===== src/rtl/matmul_tile_sequencer.sv =====
// Tiling controller for the systolic matmul array.
// Walks M/K/N tile indices and issues one command per array pass.
module matmul_tile_sequencer #(
    parameter int SYS_ROWS    = 50,
    parameter int SYS_COLS    = 50,
    parameter int A_TILE_ROWS = 50,
    parameter int ACC_TILES   = 1,
    parameter int DIM_W       = 16
) (
    input  logic             clk,
    input  logic             rst,
    input  logic             start,
    input  logic [DIM_W-1:0] cfg_m,
    input  logic [DIM_W-1:0] cfg_k,
    input  logic [DIM_W-1:0] cfg_n,
    input  logic             cfg_order,
    output logic             busy,
    output logic             done,
    output logic             err,
    output logic             cmd_valid,
    input  logic             cmd_ready,
    output logic [DIM_W-1:0] cmd_m_idx,
    output logic [DIM_W-1:0] cmd_k_idx,
    output logic [DIM_W-1:0] cmd_n_idx,
    output logic [DIM_W-1:0] cmd_rows,
    output logic [DIM_W-1:0] cmd_kdim,
    output logic [DIM_W-1:0] cmd_cols,
    output logic             cmd_load_w,
    output logic             cmd_acc_clear,
    output logic             cmd_acc_last
);

    typedef enum logic [1:0] {S_IDLE, S_SETUP, S_ISSUE, S_DONE} state_t;

    localparam logic [DIM_W-1:0] TM = DIM_W'(A_TILE_ROWS);
    localparam logic [DIM_W-1:0] TK = DIM_W'(SYS_ROWS);
    localparam logic [DIM_W-1:0] TN = DIM_W'(SYS_COLS);
    localparam logic [DIM_W:0]   TM1 = (DIM_W+1)'(A_TILE_ROWS);
    localparam logic [DIM_W:0]   TK1 = (DIM_W+1)'(SYS_ROWS);
    localparam logic [DIM_W:0]   TN1 = (DIM_W+1)'(SYS_COLS);
    localparam logic [DIM_W:0]   ACC = (DIM_W+1)'(ACC_TILES);

    state_t           state_q;
    logic [DIM_W-1:0] m_cfg_q, k_cfg_q, n_cfg_q;
    logic             ord_q;
    logic [DIM_W-1:0] mi_q, ki_q, ni_q;
    logic [DIM_W-1:0] mi_d, ki_d, ni_d;
    logic             busy_q, done_q, err_q, valid_q;
    logic [DIM_W-1:0] rows_q, kdim_q, cols_q;
    logic             load_q, clr_q, last_q;

    logic [DIM_W:0] mt_w, kt_w, nt_w;
    logic           m_last, k_last, n_last;
    logic           dm_last, dk_last, dn_last;
    logic           cfg_bad, fire, all_last;

    // Valid extent of a tile: full size except on the ragged last tile.
    function automatic logic [DIM_W-1:0] ext(
        input logic [DIM_W-1:0] x,
        input logic [DIM_W-1:0] idx,
        input logic             is_last,
        input logic [DIM_W-1:0] t
    );
        return is_last ? (x - idx * t) : t;
    endfunction

    // Tile counts, one bit wider so the round-up add cannot overflow.
    assign mt_w = ({1'b0, m_cfg_q} + TM1 - 1'b1) / TM1;
    assign kt_w = ({1'b0, k_cfg_q} + TK1 - 1'b1) / TK1;
    assign nt_w = ({1'b0, n_cfg_q} + TN1 - 1'b1) / TN1;

    assign m_last   = ({1'b0, mi_q} == mt_w - 1'b1);
    assign k_last   = ({1'b0, ki_q} == kt_w - 1'b1);
    assign n_last   = ({1'b0, ni_q} == nt_w - 1'b1);
    assign all_last = m_last & k_last & n_last;
    assign fire     = valid_q & cmd_ready;

    assign cfg_bad = (m_cfg_q == '0) || (k_cfg_q == '0) || (n_cfg_q == '0) ||
                     (ord_q && (mt_w > ACC));

    // Next tile indices; outside ISSUE this is the first tile (0,0,0).
    always_comb begin
        mi_d = '0;
        ki_d = '0;
        ni_d = '0;
        if (state_q == S_ISSUE) begin
            mi_d = mi_q;
            ki_d = ki_q;
            ni_d = ni_q;
            if (!ord_q) begin
                if (k_last) begin
                    ki_d = '0;
                    if (m_last) begin
                        mi_d = '0;
                        ni_d = ni_q + 1'b1;
                    end else begin
                        mi_d = mi_q + 1'b1;
                    end
                end else begin
                    ki_d = ki_q + 1'b1;
                end
            end else begin
                if (m_last) begin
                    mi_d = '0;
                    if (k_last) begin
                        ki_d = '0;
                        ni_d = ni_q + 1'b1;
                    end else begin
                        ki_d = ki_q + 1'b1;
                    end
                end else begin
                    mi_d = mi_q + 1'b1;
                end
            end
        end
    end

    assign dm_last = ({1'b0, mi_d} == mt_w - 1'b1);
    assign dk_last = ({1'b0, ki_d} == kt_w - 1'b1);
    assign dn_last = ({1'b0, ni_d} == nt_w - 1'b1);

    // Control FSM; every output is registered here.
    always_ff @(posedge clk or posedge rst) begin
        if (rst) begin
            state_q <= S_IDLE;
            m_cfg_q <= '0;
            k_cfg_q <= '0;
            n_cfg_q <= '0;
            ord_q   <= 1'b0;
            mi_q    <= '0;
            ki_q    <= '0;
            ni_q    <= '0;
            busy_q  <= 1'b0;
            done_q  <= 1'b0;
            err_q   <= 1'b0;
            valid_q <= 1'b0;
            rows_q  <= '0;
            kdim_q  <= '0;
            cols_q  <= '0;
            load_q  <= 1'b0;
            clr_q   <= 1'b0;
            last_q  <= 1'b0;
        end else begin
            unique case (state_q)
                S_IDLE: begin
                    done_q <= 1'b0;
                    if (start) begin
                        m_cfg_q <= cfg_m;
                        k_cfg_q <= cfg_k;
                        n_cfg_q <= cfg_n;
                        ord_q   <= cfg_order;
                        err_q   <= 1'b0;
                        busy_q  <= 1'b1;
                        state_q <= S_SETUP;
                    end
                end
                S_SETUP, S_ISSUE: begin
                    if (state_q == S_SETUP && cfg_bad) begin
                        err_q   <= 1'b1;
                        busy_q  <= 1'b0;
                        done_q  <= 1'b1;
                        state_q <= S_DONE;
                    end else if (state_q == S_ISSUE && fire && all_last) begin
                        valid_q <= 1'b0;
                        busy_q  <= 1'b0;
                        done_q  <= 1'b1;
                        state_q <= S_DONE;
                    end else if (state_q == S_SETUP || fire) begin
                        valid_q <= 1'b1;
                        mi_q    <= mi_d;
                        ki_q    <= ki_d;
                        ni_q    <= ni_d;
                        rows_q  <= ext(m_cfg_q, mi_d, dm_last, TM);
                        kdim_q  <= ext(k_cfg_q, ki_d, dk_last, TK);
                        cols_q  <= ext(n_cfg_q, ni_d, dn_last, TN);
                        load_q  <= !ord_q || (mi_d == '0);
                        clr_q   <= (ki_d == '0);
                        last_q  <= dk_last;
                        state_q <= S_ISSUE;
                    end
                end
                S_DONE: begin
                    done_q  <= 1'b0;
                    state_q <= S_IDLE;
                end
                default: state_q <= S_IDLE;
            endcase
        end
    end

    assign busy          = busy_q;
    assign done          = done_q;
    assign err           = err_q;
    assign cmd_valid     = valid_q;
    assign cmd_m_idx     = mi_q;
    assign cmd_k_idx     = ki_q;
    assign cmd_n_idx     = ni_q;
    assign cmd_rows      = rows_q;
    assign cmd_kdim      = kdim_q;
    assign cmd_cols      = cols_q;
    assign cmd_load_w    = load_q;
    assign cmd_acc_clear = clr_q;
    assign cmd_acc_last  = last_q;

endmodule


===== config.mk =====
export PLATFORM = sky130hd
export DESIGN_NAME = matmul_tile_sequencer
export DESIGN_NICKNAME = d
export VERILOG_FILES = /design/src/rtl/matmul_tile_sequencer.sv
export SDC_FILE = /design/constraint.sdc
export NUM_CORES = 1
export LEC_CHECK = 0
export ABC_AREA = 1
export CORE_ASPECT_RATIO = 0.5
export CORE_MARGIN = 4
export CORE_UTILIZATION = 55
export DETAILED_ROUTE_END_ITERATION = 10
export PLACE_DENSITY = 0.71
export SETUP_SLACK_MARGIN = 0.05
export SYNTH_ARGS = -nofsm -noshare
export SYNTH_HDL_FRONTEND = slang
export SYNTH_SLANG_ARGS = --single-unit

===== constraint.sdc =====
create_clock -name clk -period 36.6 [get_ports clk]
set_input_delay 5.49 -clock clk [delete_from_list [all_inputs] [get_ports clk]]
set_output_delay 5.49 -clock clk [all_outputs]
set_load 0.03 [all_outputs]

==> flow_summary.toml, run 1 <==
[outcome]
status = "finished, final reports clean"

[routing]
wl_per_cell_um = 17.1
ant_nets = 0
vias_per_cell = 5.58
drcViolationCount = 0
drtIter0Drc = 2001
firstDrtPassIters = 6
num_vias = 22600
wirelength_mm = 69.3

[sta]
worst_pin_slew_ns = 1.01
fin_crit_sh_pct = 38.9
slew_viol_final = 0
setup_slack_ns = 22.35
rsz0062_at_grt = "no"
tns_ns = 0
setup_violations = 0
fin_crit_ns = 14.25
finClkSkew_ns = 0.0204
final_hold_viol_count = 0
fmax_mhz = 70.2
slew_headroom_pct = 32.6
hold_ws_ns = 0.479

[setup_path]
slowest_delay_ns = 0.52
slowest_stage = "nor2_4"
crit_path_start_kind = "flop"
critical_path_class = "reg -> reg"
critPathMaxFanout = 22
reg2reg_depth = 98
worstPathArrival_ns = 14.64
worstSetupEndpointType = "flop"
cp.required_ns = 36.99

[global_route]
grt_antenna_before_repair = 2
grt_max_degree = 70
grt_pass1_wl_mm = 108
overflow = 0
grt_pass1_vias = 20200
grt_usage_pct = 31.2

[synth]
synth_area_per_cell_um2 = 6.46
muxShareOfSynthArea_pct = 0.567
netlist.area_leader.share_pct = 17.6
synthFlopType = "dfrtp_1"
synth-seq-area-share_pct = 17.6
synth_area_um2 = 21900
syn_nets = 3632
synthCells = 3383
synth_top_family_by_area = "simple AND/OR/NAND/NOR gates"
synth_compound_area_share_pct = 8.25
yosys.area_share.xor_xnor_pct = 5.28
ys.warnings.count = 0
synth-simple-area-share_pct = 44.3
synth-seq-cells = 154
synth_area_leaders = "dfrtp_1, nand2_1, ha_1"
synth_top_cell_by_area = "dfrtp_1"
async_flop_share_pct = 100
synth_cell_types = 61
synth_edf_count = 0
synthAdderAreaFrac_pct = 12.2

[placement]
dp_hpwl_mm = 56.0
io_buffers = 155
gp_congestion = 1.01
place_ws_ns = 22.71

[finish]
drive_gt1_share_pct = 12.0
synthToLayoutAreaGrowth_pct = 11.4
final_nets = 3756
final_common_cell = "nand2_1"
fin_util_pct = 62.3
final_cell_mix = "nand2_1, inv_1, nand3_1"

[cts]
clkSinkCount = 154
cts.htree.levels = 4
clk_pin_slew_worst_paths_ns = 0.08
root_buffer = "clkbuf_16"
cts_resized = 0
hold_buffers = 0
cts_buffers = 17
clkLatencyLatePin_ns = 0.46
post_cts_buffers = 0
clock_path_buffers = 2
cts_tree = "done"

[die]
start_util_pct = 56.0
ioPinCount = 156
die_h_um = 149
num_rows = 51
dieArea_um2 = 43200
core_area_um2 = 39100
die_x_um = 290

[hold_path]
min_path_type = "reg -> reg"
min_path_cells = 2

[job]
drv_cap = 0
-- worst paths after layout --
kind / from / to / slack, ns
setup / recovery: m_cfg_q[0] / cmd_cols[15] / 22.35
hold / removal: cmd_cols[9] / cmd_cols[9] / 0.48
setup reg to reg: m_cfg_q[0] / cmd_cols[15] / 22.35
hold reg to reg: cmd_cols[9] / cmd_cols[9] / 0.48
max in group asynchronous: rst / cmd_rows[6] / 29.25
min in group asynchronous: rst / cmd_kdim[5] / 5.39
-- cells by family (layout without fill, tap and decap cells) --
kind of cell,Yosys count,in the layout
simple gates,1947,1947
buf+inv,626,763
compound gates,323,323
fa+ha+maj,196,196
flops,154,154
xor+xnor,126,126
mux,11,11
other cells,0,1
-- through the flow --
stage	cells	cell area (µm²)
final	4051	24300
after CTS	4050	24300
after global routing	4051	24300
after detailed placement	4018	23700
after global placement	4018	23700
after floorplan	3383	21900
-- sequential cells by signal (all words and copies together), names as in the netlist, 2 cells and up --
register / flops
state_q: 2
cmd_n_idx: 16
cmd_m_idx: 16
cmd_kdim: 16
k_cfg_q: 16
cmd_rows: 16
cmd_cols: 16
m_cfg_q: 16
n_cfg_q: 16
cmd_k_idx: 16
-- metal layers --
layer  global-route usage (%)  part of all wire, %  vias to the layer above
li1                         -                    -                    11200
met1                     44.3                   46                    10500
met2                     49.5                   44                      842
met3                     4.88                  8.1                      115
met4                     8.93                  2.6                        2
met5                        0                0.019                        -
-- final cells by class --
cell class                      count  area, µm²
Sequential cell                   154       3850
Fill cell                        3841      14700
Multi-Input combinational cell   2603      15500
Clock inverter                     12        163
Clock buffer                       20        447
Antenna cell                        1       2.50
Timing Repair Buffer              163       1610
Inverter                          568       2150
Tap cell                          530        663
-- worst max-delay path: cells and delay by family (launching register included) --
kind | cells | cell delay (ns)
flops | 1 | 0.41
compound gates | 8 | 1.32
xor+xnor | 4 | 0.90
fa+ha+maj | 7 | 2.19
buf+inv | 4 | 0.51
simple gates | 75 | 8.81
-- synthesized netlist by cell type, types with 5 or more instances --
cell type  count
a21o_1         8
a21oi_1      116
a31oi_1        6
and2_1         5
buf_2         10
buf_4         11
buf_6         12
clkbuf_1      16
clkinv_1       5
dfrtp_1      154
fa_1          30
ha_1         166
inv_1        507
inv_2         53
mux2_2        11
nand2_1      913
nand2_2      110
nand2_4       47
nand2_8        5
nand3_1      306
nand3_2       43
nand3b_1       8
nand4_1      140
nand4_2       15
nor2_1       236
nor2_2        34
nor2_4        21
nor3_1        30
nor4_1        13
o211ai_1       8
o21a_1         5
o21ai_0      108
o21ai_1       34
o21ai_2        9
o21bai_1      16
xnor2_1       33
xor2_1        88
Power of run 1 is not shown: default switching activity piles up to over one toggle a cycle in this logic, so the estimate is an artifact.
==> run 2, diff against run 1 <==
--- a/config.mk
+++ b/config.mk
@@ -10,7 +10,7 @@
 export CORE_MARGIN = 4
 export CORE_UTILIZATION = 55
 export DETAILED_ROUTE_END_ITERATION = 10
-export PLACE_DENSITY = 0.71
+export PLACE_DENSITY = 0.74
 export SETUP_SLACK_MARGIN = 0.05
 export SYNTH_ARGS = -nofsm -noshare
 export SYNTH_HDL_FRONTEND = slang
==> constraint.sdc (replaced) <==
create_clock -name clk -period 12.9 [get_ports clk]
set_input_delay 1.935 -clock clk [delete_from_list [all_inputs] [get_ports clk]]
set_output_delay 1.935 -clock clk [all_outputs]
set_load 0.03 [all_outputs]
==> run 2 against run 1 <==
Hold slack worse by 0.0055 ns. Die area stayed put. First-iteration DRC count up 24%. Fmax grew 14%. Critical path depth rose by 4. Wire length is 9.0% higher. Critical path type unchanged. Clock skew shrank 0.0062 ns. Via count grew 7.9%.
==> flow_summary.toml, run 2 (synthesized netlist as in run 1, its figures left out) <==
[outcome]
status = "finished, final reports clean"

[die]
ioPinCount = 156
start_util_pct = 56.0
die_h_um = 149
num_rows = 51
dieArea_um2 = 43200
die_x_um = 290
core_area_um2 = 39100

[sta]
setup_violations = 0
worst_pin_slew_ns = 1.05
finClkSkew_ns = 0.0143
slew_viol_final = 0
fin_crit_sh_pct = 97.2
slew_headroom_pct = 29.5
fin_crit_ns = 12.54
fmax_mhz = 79.7
rsz0062_at_grt = "yes"
setup_slack_ns = 0.356
final_hold_viol_count = 0

[setup_path]
crit_path_start_kind = "flop"
cp.required_ns = 13.30
critPathMaxFanout = 8
worst_path_most_repeated_cell = "nand2_2"
worstPathArrival_ns = 12.94
critical_path_class = "reg -> reg"
worstSetupEndpointType = "flop"
slowest_stage = "fa_1"
slowest_delay_ns = 0.62

[routing]
ant_nets = 0
vias_per_cell = 5.59
drtIter0Drc = 2487
wl_per_cell_um = 17.3
num_vias = 24400
drcViolationCount = 0
wirelength_mm = 75.5
firstDrtPassIters = 7

[finish]
synthToLayoutAreaGrowth_pct = 29.6
final_common_cell = "nand2_1"
final_cell_mix = "nand2_1, inv_1, buf_4"
final_area_um2 = 28300
final_nets = 4068
seq_area_um2 = 3880
multi_input_area_um2 = 17100
final.fill_count = 3267
drive_gt1_share_pct = 25.3
fin_util_pct = 72.5

[cts]
cts_tree = "done"
cts.htree.levels = 4
clkLatencyLatePin_ns = 0.47
cts_buffers = 17
clkSinkCount = 154
root_buffer = "clkbuf_16"
clock_path_buffers = 2
clk_pin_slew_worst_paths_ns = 0.07

[placement]
dp_hpwl_mm = 56.9
io_buffers = 155
gp_congestion = 1.00
place_ws_ns = -0.164
dpl-instance-area_um2 = 25100

[global_route]
grt_pass1_wl_mm = 112
grt_pass1_vias = 21500
grt_usage_pct = 31.9
overflow = 0
grt_max_degree = 84
grt_antenna_before_repair = 3

[hold_path]
min_path_type = "reg -> reg"

[job]
drv_cap = 0
[run 2: worst max-delay path: cells and delay by family (launching register included)]
kind	cells	cell delay (ns)
compound gates	7	0.91
xor+xnor	4	0.77
fa+ha+maj	6	1.61
buf+inv	9	0.83
flops	1	0.48
simple gates	76	7.84
[run 2: cell type report]
type                            count  share of cell area, %
Clock inverter                     11                  0.389
Inverter                          568                   7.62
Timing Repair Buffer              473                   14.1
Clock buffer                       20                   1.58
Tap cell                          530                   2.34
Multi-Input combinational cell   2605                   60.2
Sequential cell                   154                   13.7
Antenna cell                        2                 0.0177
[run 2: routing by layer]
layer	global-route usage, %	vias up	part of all wire (%)
met4	7.88	2	2.5
met3	4.67	148	8.1
met2	51.1	1007	46
met1	45.6	11500	44
met5	0	-	0.021
li1	-	11800	-
[run 2: what timing repair did]
action / 4_1_cts / 5_1_grt
gates cloned: 0 / 2
endpoints found under the setup margin: 4 / 22
pin swaps: 1 / 195
resized for setup: 9 / 373
hold buffers: 0 / 0
buffers inserted: 1 / 125
[run 2: worst paths after layout]
path / from / endpoint / slack [ns] / cells past startpoint
min in group asynchronous: rst / cmd_acc_last / 2.01 / 2
setup reg to reg: k_cfg_q[7] / cmd_cols[15] / 0.36 / 102
setup / recovery: k_cfg_q[7] / cmd_cols[15] / 0.36 / 102
hold reg to reg: cmd_cols[15] / cmd_cols[15] / 0.47 / 2
hold / removal: cmd_cols[15] / cmd_cols[15] / 0.47 / 2
max in group asynchronous: rst / m_cfg_q[4] / 9.28 / 3
[run 2: stage by stage]
stage | cells | setup TNS (ns) | hold WS [ns]
floorplan | 3383 | 0 | 0.503
global placement | 4202 | 0 | 0.462
detailed placement | 4202 | -0.178 | 0.465
CTS | 4234 | 0 | 0.483
global route | 4363 | -2.39 | 0.490
finish | 4363 | 0 | 0.474
Power of run 2 is left out for the same reason.
==> run 3, diff against run 2 <==
--- a/config.mk
+++ b/config.mk
@@ -6,8 +6,9 @@
 export NUM_CORES = 1
 export LEC_CHECK = 0
 export ABC_AREA = 1
+export CAP_MARGIN = 5
 export CORE_ASPECT_RATIO = 0.5
-export CORE_MARGIN = 4
+export CORE_MARGIN = 2
 export CORE_UTILIZATION = 55
 export DETAILED_ROUTE_END_ITERATION = 10
 export PLACE_DENSITY = 0.74
==> run 3 against run 2 <==
Utilization fell by 2.7 points. Wire length is 0.72% lower. Global-route usage increased by 2.0 points. Die area fell by 4.0%. Non-clock buffer count decreased by 92. Setup slack better by 0.037 ns. Sequential share of layout area grew 0.52 points. Critical endpoint unchanged. Highest routed layer is now met4.
==> flow_summary.toml, run 3 (synthesized netlist as in run 1, its figures left out) <==
[sta]
fin_crit_sh_pct = 97.0
fin_crit_ns = 12.51
setup_violations = 0
rsz0062_at_grt = "yes"
slew_viol_final = 0
worst_pin_slew_ns = 1.05
slew_headroom_pct = 29.9
fmax_mhz = 80.0
finClkSkew_ns = 0.0179
final_hold_viol_count = 0

[die]
start_util_pct = 56.0
dieArea_um2 = 41500
ioPinCount = 156
num_rows = 51
core_area_um2 = 39100
die_x_um = 286
die_h_um = 145

[cts]
cts_tree = "done"
clkSinkCount = 154
root_buffer = "clkbuf_16"
cts_buffers = 17
cts.htree.levels = 4
clock_path_buffers = 2
clk_pin_slew_worst_paths_ns = 0.08
hold_buffers = 0
clkLatencyLatePin_ns = 0.47

[setup_path]
worst_path_most_repeated_cell = "nand2_1"
crit_family = "simple AND/OR/NAND/NOR gates"
crit_path_start_kind = "flop"
critPathMaxFanout = 10
path_buf_inv = 11
reg2reg_depth = 102
slowest_delay_ns = 0.54
slowest_stage = "fa_1"
cp.required_ns = 13.30
worstSetupEndpointType = "flop"
critical_path_class = "reg -> reg"
worstPathArrival_ns = 12.91
crit_cells = 102

[routing]
drtIter0Drc = 2381
drcViolationCount = 0
vias_per_cell = 5.64
wirelength_mm = 75.0
wl_per_cell_um = 17.6
firstDrtPassIters = 9
num_vias = 24100
ant_nets = 0

[placement]
io_buffers = 155
placed_cells = 4144
gp_congestion = 1.02
dp_hpwl_mm = 57.5

[finish]
final_cell_mix = "nand2_1, inv_1, nand3_1"
final_common_cell = "nand2_1"
drive_gt1_share_pct = 21.9
stdcell_count = 4272
synthToLayoutAreaGrowth_pct = 24.7
final_nets = 3977

[global_route]
overflow = 0
grt_pass1_wl_mm = 113
grt_max_degree = 86
grt_antenna_before_repair = 1
grt_pass1_vias = 21500
grt_usage_pct = 33.9

[hold_path]
min_path_cells = 2
min_path_type = "reg -> reg"

[outcome]
status = "finished, final reports clean"

[job]
drv_cap = 0
[run 3: worst paths after layout]
check	from	endpoint	slack, ns
max in group asynchronous	rst	m_cfg_q[7]	9.33
worst max register to register	k_cfg_q[0]	cmd_cols[15]	0.39
min in group asynchronous	rst	cmd_cols[12]	2.02
worst min register to register	cmd_cols[10]	cmd_cols[10]	0.48
worst min-delay path	cmd_cols[10]	cmd_cols[10]	0.48
worst max-delay path	k_cfg_q[0]	cmd_cols[15]	0.39
[run 3: area by class of cell]
| cell class | count | area (µm²) |
|---|---|---|
| inverter | 568 | 2150 |
| clock inverter | 15 | 205 |
| fill | 3457 | 11800 |
| antenna | 1 | 2.50 |
| clock buffer | 17 | 425 |
| multi-input combinational | 2606 | 16600 |
| sequential | 154 | 3870 |
| tap | 530 | 663 |
| timing repair buffer | 381 | 3320 |
[run 3: worst min-delay path: cells and delay by family (launching register included)]
family / cells / cell delay (ns)
flip-flops: 1 / 0.35
AND/OR/NAND/NOR: 2 / 0.10
[run 3: metal layers]
metal,wire length (µm),track usage (%),vias to the layer above
met2,33300,52.5,1071
li1,-,-,11600
met3,7110,6.27,196
met4,2630,10.6,0
met1,32000,47.7,11200
met5,0,0,-
[run 3: repair_timing]
item / 4_1_cts / 5_1_grt
pin swaps: 1 / 137
setup buffers: 3 / 89
setup endpoints to repair: 3 / 29
cloned: 0 / 4
resized for setup: 15 / 271
[run 3: stage by stage]
| step | worst slack, ns | util, % | TNS (ns) | hold WS (ns) | area, µm² |
|---|---|---|---|---|---|
| 5_1_grt | -0.499 | 69.8 | -1.61 | 0.516 | 27300 |
| 3_5_place_dp | -0.101 | 63.2 | -0.141 | 0.465 | 24700 |
| 3_3_place_gp | 0.113 | 63.2 | 0 | 0.464 | 24700 |
| 2_1_floorplan | 1.28 | - | 0 | 0.503 | 21900 |
| 4_1_cts | 0.0520 | 65.1 | 0 | 0.485 | 25400 |
| 6_report | 0.393 | 69.8 | 0 | 0.483 | 27300 |
Power of run 3 is left out for the same reason.
==> patch (flow settings as in run 1) <==
The parameter `DIM_W` goes from 16 to 14.
--- a/src/rtl/matmul_tile_sequencer.sv
+++ b/src/rtl/matmul_tile_sequencer.sv
@@ -5,7 +5,7 @@
     parameter int SYS_COLS    = 50,
     parameter int A_TILE_ROWS = 50,
     parameter int ACC_TILES   = 1,
-    parameter int DIM_W       = 16
+    parameter int DIM_W       = 14
 ) (
     input  logic             clk,
     input  logic             rst,
Ports: changed (9 resized); port bits go from 156 to 138. No check against the original RTL was run, so the function may have changed too.
==> patch against run 1 <==
  * Critical path depth shrank 16
  * Synthesized area shrank 14%
  * Die area shrank 14%
  * Fmax grew 12%
  * Sequential cell count shrank 18
  * Worst setup slack gained 1500 ps
  * Design area shrank 14%
  * Routed wire length shrank 20%
  * Highest routed layer is now met4
Power is left out: it rests on default switching activity, and per cell area and clock period it moved more than threefold.
==> patch: results (changes against run 1) <==
* Global-route wire length before repair at 89200 um (-18%)
* Synthesized netlist net count at 3073 (-15%)
* Routability Congestion at 0.998 (-0.80%)
* Arrival time reported for the critical path endpoint at 13070 ps (-1570 ps)
* Worst stage delay on the critical path at 470 ps (-50 ps)
* Initial DRC count at 1559 (-22%)
* Final worst clock skew at 13.0 ps (-7.43 ps)
* Iteration count of the initial detailed-routing pass at 5 (-1)
* Ratio of routed vias to standard cells at 5.47 (-2.0%)
* Total length of routed wires at 55300 um (-20%)
* Met2 wire len at 26300 um (-13%)
* Routed metal-1 wirelength at 24000 um (-24%)
* # port buffers at 137 (-12%)
* Post-synth cell types at 65 (+6.6%)
* Global routing met2 resource utilization at 0.506 (+0.0111)
* Met3 capacity usage during global routing at 0.0419 (-0.00689)
* Filler cell count at 3200 (-17%)
* Pin count of the biggest net entering global routing at 74 (+5.7%)
* Post-DR wirelength/cell at 16.1 um (-5.8%)
* Diode insertion count for antenna repair at 0 (-1)
* Cell with the largest stage delay on the worst path: o211ai_2
* Highest net fanout along the worst path at 28 (+27%)
* Amount of wire on met3 after detailed routing at 3200 um (-43%)
* Total global-route track usage at 0.295 (-0.0173)
* Post-DP HPWL at 44100 um (-21%)
* Result of the run: completed
==> patch: final timing paths <==
path	start	endpoint	slack (ps)	depth (start not counted)
worst max-delay path	k_cfg_q[0]$_DFFE_PP0P_	cmd_rows[13]$_DFFE_PP0P_	23880	82
worst min-delay path	cmd_kdim[9]$_DFFE_PP0P_	cmd_kdim[9]$_DFFE_PP0P_	480	2
worst max register to register	k_cfg_q[0]$_DFFE_PP0P_	cmd_rows[13]$_DFFE_PP0P_	23880	82
worst min register to register	cmd_kdim[9]$_DFFE_PP0P_	cmd_kdim[9]$_DFFE_PP0P_	480	2
max in group asynchronous	rst	m_cfg_q[6]$_DFFE_PP0P_	29680	3
min in group asynchronous	rst	cmd_kdim[7]$_DFFE_PP0P_	5500	2
==> patch: cell families (layout without fill, tap and decap cells) <==
family | count (synthesis) | in the layout | share of synthesized area
xor+xnor | 139 | 139 | 0.0670
buf+inv | 484 | 613 | 0.111
fa+ha+maj | 164 | 164 | 0.119
mux | 13 | 13 | 0.00783
flops | 136 | 136 | 0.182
simple gates | 1673 | 1673 | 0.436
compound gates | 253 | 253 | 0.0770
==> patch: through the flow <==
step	area (sq um)	utilization	setup WS, ps
after global routing	20900	0.627	22710
after detailed placement	20300	0.609	24060
after floorplan	18700	-	26200
final	20900	0.627	23880
after CTS	20900	0.627	24000
after global placement	20300	0.609	24100
==> patch: area by class of cell <==
cell class | instances | area, sq um | area share
inverter | 441 | 1670 | 0.0800
multi-input combinational | 2242 | 13200 | 0.635
clock inverter | 12 | 145 | 0.00696
clock buffer | 19 | 443 | 0.0212
sequential | 136 | 3400 | 0.163
tap | 441 | 552 | 0.0265
timing repair buffer | 141 | 1400 | 0.0672
